### config.mk
export PLATFORM = sky130hd
export DESIGN_NAME = bin_to_bcd_seq_flat
export DESIGN_NICKNAME = d
export VERILOG_FILES = /design/src/rtl/bin_to_bcd_seq_pkg.sv /design/src/rtl/bin_to_bcd_seq_if.sv /design/src/rtl/bin_to_bcd_seq_dd_digit_adj.sv /design/src/rtl/bin_to_bcd_seq.sv /design/src/flat_wrapper.sv
export SDC_FILE = /design/constraint.sdc
export NUM_CORES = 1
export LEC_CHECK = 0
export CAP_MARGIN = 20
export CORE_AREA = 2 2 136 85
export CTS_BUF_LIST = sky130_fd_sc_hd__clkbuf_4 sky130_fd_sc_hd__clkbuf_8
export CTS_CLUSTER_DIAMETER = 80
export DETAILED_ROUTE_END_ITERATION = 16
export DIE_AREA = 0 0 138 87
export PLACE_DENSITY = 0.89
export SLEW_MARGIN = 40
export SYNTH_ARGS = -nofsm -noshare
export SYNTH_HDL_FRONTEND = slang
export SYNTH_SLANG_ARGS = --single-unit
### constraint.sdc
create_clock -name clk -period 3.95 [get_ports clk]
set_input_delay 0.79 -clock clk [delete_from_list [all_inputs] [get_ports clk]]
set_output_delay 0.79 -clock clk [all_outputs]
set_load 0.03 [all_outputs]
### src/rtl/bin_to_bcd_seq_pkg.sv
// Shared definitions for the sequential binary-to-BCD converter and its display-side consumers.
// Holds FSM encoding, the BCD nine nibble, default widths and a constant power-of-ten helper.
package bin_to_bcd_seq_pkg;

   localparam int unsigned DEF_BIN_W  = 32;
   localparam int unsigned DEF_DIGITS = 8;
   localparam logic [3:0]  BCD_NINE   = 4'h9;

   // Width used for the 10^DIGITS limit so the overflow compare never truncates.
   localparam int unsigned POW_W = 128;

   typedef enum logic [1:0] {
      S_IDLE  = 2'd0,
      S_SHIFT = 2'd1,
      S_DONE  = 2'd2
   } state_t;

   function automatic logic [POW_W-1:0] pow10(input int unsigned n);
      logic [POW_W-1:0] r;
      r = POW_W'(1);
      for (int unsigned i = 0; i < n; i++) begin
         r = r * POW_W'(10);
      end
      return r;
   endfunction

endpackage

### src/rtl/bin_to_bcd_seq_if.sv
// Request/result bundle between the counter side (master) and the converter (slave).
interface bin_to_bcd_seq_if
   import bin_to_bcd_seq_pkg::*;
#(
   parameter int unsigned BIN_W  = DEF_BIN_W,
   parameter int unsigned DIGITS = DEF_DIGITS
);

   logic [BIN_W-1:0]    bin_in;
   logic                start;
   logic [4*DIGITS-1:0] bcd_out;
   logic                busy;
   logic                done;
   logic                ovf;

   modport master (
      output bin_in,
      output start,
      input  bcd_out,
      input  busy,
      input  done,
      input  ovf
   );

   modport slave (
      input  bin_in,
      input  start,
      output bcd_out,
      output busy,
      output done,
      output ovf
   );

endinterface

### src/rtl/bin_to_bcd_seq_dd_digit_adj.sv
// Double-dabble nibble correction: add 3 to any digit of 5 or more before the next shift.
module dd_digit_adj (
   input  logic [3:0] i_nib,
   output logic [3:0] o_nib
);

   assign o_nib = (i_nib >= 4'd5) ? (i_nib + 4'd3) : i_nib;

endmodule

### src/rtl/bin_to_bcd_seq.sv
// Sequential double-dabble converter: one shift per clock, result register updated only at the end.
// Inputs at or above 10^DIGITS saturate to all nines and set ovf.
module bin_to_bcd_seq
   import bin_to_bcd_seq_pkg::*;
#(
   parameter int unsigned BIN_W        = DEF_BIN_W,
   parameter int unsigned DIGITS       = DEF_DIGITS,
   parameter bit          AUTO_RESTART = 1'b0
) (
   input  logic                clk,
   input  logic                rst,
   bin_to_bcd_seq_if.slave     bus
);

   localparam int unsigned      BCD_W = 4 * DIGITS;
   localparam int unsigned      CNT_W = $clog2(BIN_W + 1);
   localparam logic [POW_W-1:0] LIMIT = pow10(DIGITS);

   state_t             r_state;
   logic [CNT_W-1:0]   r_cnt;
   logic [BIN_W-1:0]   r_bin_q;
   logic [BIN_W-1:0]   r_bin_orig;
   logic [BCD_W-1:0]   r_scratch;
   logic [BCD_W-1:0]   r_bcd;
   logic               r_busy;
   logic               r_done;
   logic               r_ovf;

   logic [BCD_W-1:0]   w_adj;
   logic               w_start;
   logic               w_ovf;

   for (genvar g = 0; g < DIGITS; g++) begin : g_adj
      dd_digit_adj u_adj (
         .i_nib (r_scratch[4*g +: 4]),
         .o_nib (w_adj[4*g +: 4])
      );
   end

   assign w_start = bus.start | AUTO_RESTART;

   // Zero-extended compare: if 10^DIGITS exceeds the input range this is constantly 0.
   assign w_ovf = ({{(POW_W - BIN_W){1'b0}}, r_bin_orig} >= LIMIT);

   always_ff @(posedge clk or negedge rst) begin
      if (!rst) begin
         r_state    <= S_IDLE;
         r_cnt      <= '0;
         r_bin_q    <= '0;
         r_bin_orig <= '0;
         r_scratch  <= '0;
         r_bcd      <= '0;
         r_busy     <= 1'b0;
         r_done     <= 1'b0;
         r_ovf      <= 1'b0;
      end else begin
         r_done <= 1'b0;
         case (r_state)
            S_IDLE: begin
               if (w_start) begin
                  r_bin_q    <= bus.bin_in;
                  r_bin_orig <= bus.bin_in;
                  r_scratch  <= '0;
                  r_cnt      <= CNT_W'(BIN_W);
                  r_busy     <= 1'b1;
                  r_state    <= S_SHIFT;
               end
            end
            S_SHIFT: begin
               // Carry out of the top digit falls off the shift; ovf covers that case.
               {r_scratch, r_bin_q} <= {w_adj, r_bin_q} << 1;
               r_cnt <= r_cnt - CNT_W'(1);
               if (r_cnt == CNT_W'(1)) begin
                  r_state <= S_DONE;
               end
            end
            S_DONE: begin
               r_bcd   <= w_ovf ? {DIGITS{BCD_NINE}} : r_scratch;
               r_ovf   <= w_ovf;
               r_done  <= 1'b1;
               r_busy  <= 1'b0;
               r_state <= S_IDLE;
            end
            default: begin
               r_state <= S_IDLE;
            end
         endcase
      end
   end

   assign bus.bcd_out = r_bcd;
   assign bus.busy    = r_busy;
   assign bus.done    = r_done;
   assign bus.ovf     = r_ovf;

endmodule

### src/flat_wrapper.sv
// flat-port wrapper written by rule: the top's interface ports become plain ports
module bin_to_bcd_seq_flat import bin_to_bcd_seq_pkg::*;
#(
   parameter int unsigned BIN_W        = DEF_BIN_W,
   parameter int unsigned DIGITS       = DEF_DIGITS,
   parameter bit          AUTO_RESTART = 1'b0
)
  (clk, rst, bus_bin_in, bus_start, bus_bcd_out, bus_busy, bus_done, bus_ovf);
  bin_to_bcd_seq_if #(.BIN_W(BIN_W), .DIGITS(DIGITS)) bus_i ();
  input  logic clk;
  input  logic rst;
  input wire logic [$bits(bus_i.bin_in)-1:0] bus_bin_in;
  input wire logic [$bits(bus_i.start)-1:0] bus_start;
  output wire logic [$bits(bus_i.bcd_out)-1:0] bus_bcd_out;
  output wire logic [$bits(bus_i.busy)-1:0] bus_busy;
  output wire logic [$bits(bus_i.done)-1:0] bus_done;
  output wire logic [$bits(bus_i.ovf)-1:0] bus_ovf;
  assign bus_i.bin_in = bus_bin_in;
  assign bus_i.start = bus_start;
  assign bus_bcd_out = bus_i.bcd_out;
  assign bus_busy = bus_i.busy;
  assign bus_done = bus_i.done;
  assign bus_ovf = bus_i.ovf;
  bin_to_bcd_seq #(.BIN_W(BIN_W), .DIGITS(DIGITS), .AUTO_RESTART(AUTO_RESTART)) u_core (.clk(clk), .rst(rst), .bus(bus_i));
endmodule
==> metrics.yaml <==
run_status:
  status: "completed"
sta:
  clock-skew-final_ps: 11.0
  max_slew_margin: 0.477
  timing.hold.ws_ps: 382
  max_slew.worst_pin.slew_ps: 783
  period_minus_slack_ps: 2460
  period_share: 0.623
  final_hold_viol_count: 0
  fin_setup_tns_ps: 0
  final_max_slew_viol_count: 0
  setup_viol: 0
  fmax_ghz: 0.406
  rsz0062_at_grt: "false"
finish:
  n_antenna_cell: 0
  multi_input_area_um2: 2760
  layout-drive-gt1-share: 0.123
  post-route-util: 0.686
  syn_to_final_growth_pct: 17.6
  layout.area.seq_um2: 3280
  fillCellCount: 769
  nets: 729
  finish.instance_area_um2: 7470
  instances_no_fill: 833
clock_network:
  cts_root_buf: "clkbuf_8"
  clock-sinks: 131
  postCtsSetupRepairBufs: 0
  ctsHtreeMaxLevel: 4
  ctsResizeCount: 0
  cts.clk_slew.worst_paths_ps: 70
  clkLatencyLatePin_ps: 450
  cts_tree: "yes"
  cts_buffer_depth: 2
  ctsHoldBuffers: 0
  cts_inserted_buffers: 17
floorplanning:
  start_util: 0.583
  die_width_um: 138
  io_pins: 70
  core_area_um2: 10900
  std_cell_rows: 30
  fp.dieH_um: 87
  die-area_um2: 12000
global_routing:
  grt_overflow: 0
  grt_pass1_wl_um: 25600
  grt_max_degree: 81
  track_usage: 0.273
  antenna_found_initial: 0
  grt_pass1_vias: 5080
route:
  vias_per_cell: 6.12
  drc: 0
  first_iter_violations: 359
  routed-via-count: 5095
  drt-total-wl_um: 15700
  wl_per_cell_um: 18.8
  drtPass1Iterations: 5
  ant_nets: 0
power_and_ir_drop:
  cellPowerDensity_nw_per_um2: 801
  p_leak_nw: 3.37
  irDropWorstVdd_mv: 0.399
  p_clk_frac: 0.203
  netSwitchingPower_mw: 2.43
  power.internal_mw: 3.56
  p_seq_frac: 0.409
  swShare: 0.406
  share_comb_of_total_power: 0.387
placement:
  io_buffers: 69
  dp_hpwl_um: 10400
  dp.cells: 800
  gp_congestion: 0.940
  post_dp_cell_area_um2: 7030
logic_synthesis:
  synth_cells: 625
  yosys-mux-area-fraction: 0.0156
  yosys.area_share.adder: 0.0355
  synth_compound_area_frac: 0.190
  synth_xor_area_frac: 0.0207
  synth.avg_cell_area_um2: 10.2
  ys_types: 51
  synth_simple_gate_area_frac: 0.170
  synth_top_family_by_area: "compound AO/OA/AOI/OAI gates"
  ys_seq_elements: 131
  synth_area_um2: 6350
  ys_seq_area_frac: 0.516
  synthesis.yosys.warnings: 0
  syn-num-nets: 678
job:
  maxCapViolCount: 0
setup_path:
  cp-start-kind: "register"
  worstPathArrival_ps: 2770
  path_class: "register to register"
  crit_fanout: 23
  cp.required_ps: 4250
  end_kind: "register"
  ff2ff_setup_slack_ps: 1490
worst_hold_path:
  hold_class: "input pin to async pin"
state kept, by name (all words and copies together), names as in the netlist, 2 cells and up:
signal              cells
u_core.r_cnt            6
u_core.r_scratch       32
u_core.r_bin_q         32
u_core.r_state          2
u_core.bus.bcd_out     32
u_core.r_bin_orig      24
power by group through the flow:
stage / clock (mW) / sequential, mW / combinational (mW)
2_1_floorplan: 0 / 2.48 / 1.51
3_3_place_gp: 0 / 2.40 / 2.13
3_5_place_dp: 0 / 2.44 / 2.31
4_1_cts: 1.23 / 2.43 / 2.32
5_1_grt: 1.29 / 2.52 / 2.56
6_report: 1.22 / 2.45 / 2.32
cell type report:
type                            count  area share
Clock inverter                     15      0.0255
Timing Repair Buffer               75       0.100
Clock buffer                       17      0.0313
Multi-Input combinational cell    431       0.370
Sequential cell                   131       0.439
Tap cell                          144      0.0241
Inverter                           20      0.0101
critical path, stage by stage (launching register included):
cell	delay, ps
dfrtp_1	460
inv_2	120
nand2_4	200
inv_2	450
nand4_2	590
nor3_1	370
a21oi_1	110
cell families after synthesis:
logic type,count (synthesis)
and+or+nand+nor,232
AOI/OAI and AO/OA,157
DFF,131
buffers and inverters,63
adders and majority gates,18
xor gates and xnor gates,15
muxes,9
layout by cell type (no fill, tap or decap), types with 9 or more instances in the layout:
master,netlist,routed
a21oi_1,18,18
a22oi_1,33,33
clkbuf_8,0,17
clkdlybuf4s50_1,0,68
dfrtp_1,131,131
ha_1,18,18
inv_1,18,18
nand2_1,151,151
nand3_1,37,37
nor3_1,9,9
o21ai_0,32,32
o22ai_1,16,16
o31ai_1,16,16
stage by stage:
step	worst slack [ps]	power, mW
after CTS	1400	5.97
final	1490	5.98
after global routing	1360	6.36
after global placement	1290	4.53
after detailed placement	1220	4.75
after floorplan	2180	3.99
cells in the mapped netlist, drive strengths merged:
cell type    n  area [um2]
a31oi        1        6.26
o31ai       16         120
mux2i        2        20.0
ha          18         225
xnor2        8        70.1
o21ai       36         180
and4         2        17.5
clkbuf       6        22.5
o41ai        9        93.8
a22oi       43         390
nor2         7        28.8
xor2         7        61.3
nor3b        1        7.51
nand3       37         185
o22ai       16         100
a21oi       18        90.1
inv         20        75.1
a41oi        8         130
or2          1        6.26
o2bb2ai      1        8.76
mux2         7        78.8
nand4b       1        8.76
nand4        3        37.5
and2         1        6.26
o311ai       1        8.76
a32o         8        80.1
or3b         1        8.76
nor4         2        27.5
dfrtp      131        3280
nand2      154         591
or4          1        11.3
buf         37         234
nor3        11        71.3
nand2b       9        63.8
nor2b        1        6.26
final timing paths:
path                                                from                                  to  cells past startpoint
setup / recovery           u_core.r_state[0]$_DFFE_PN0P_  u_core.bus.bcd_out[11]$_DFFE_PN0P_                      6
hold / removal                                       rst  u_core.bus.bcd_out[21]$_DFFE_PN0P_                      1
setup reg to reg           u_core.r_state[0]$_DFFE_PN0P_  u_core.bus.bcd_out[11]$_DFFE_PN0P_                      6
hold reg to reg            u_core.r_bin_q[7]$_DFFE_PN0P_       u_core.r_bin_q[7]$_DFFE_PN0P_                      2
max in group asynchronous                            rst      u_core.r_bin_q[29]$_DFFE_PN0P_                      2
min in group clk           u_core.r_bin_q[7]$_DFFE_PN0P_       u_core.r_bin_q[7]$_DFFE_PN0P_                      2
routing by layer:
metal | track usage | up-vias | part of all wire
met1 | 0.368 | 2526 | 0.43
met2 | 0.426 | 221 | 0.47
met3 | 0.0819 | 26 | 0.089
met5 | 0 | - | 0
li1 | - | 2322 | -
met4 | 0.0993 | 0 | 0.013
Note: power is estimated with default switching activity, not from simulation.
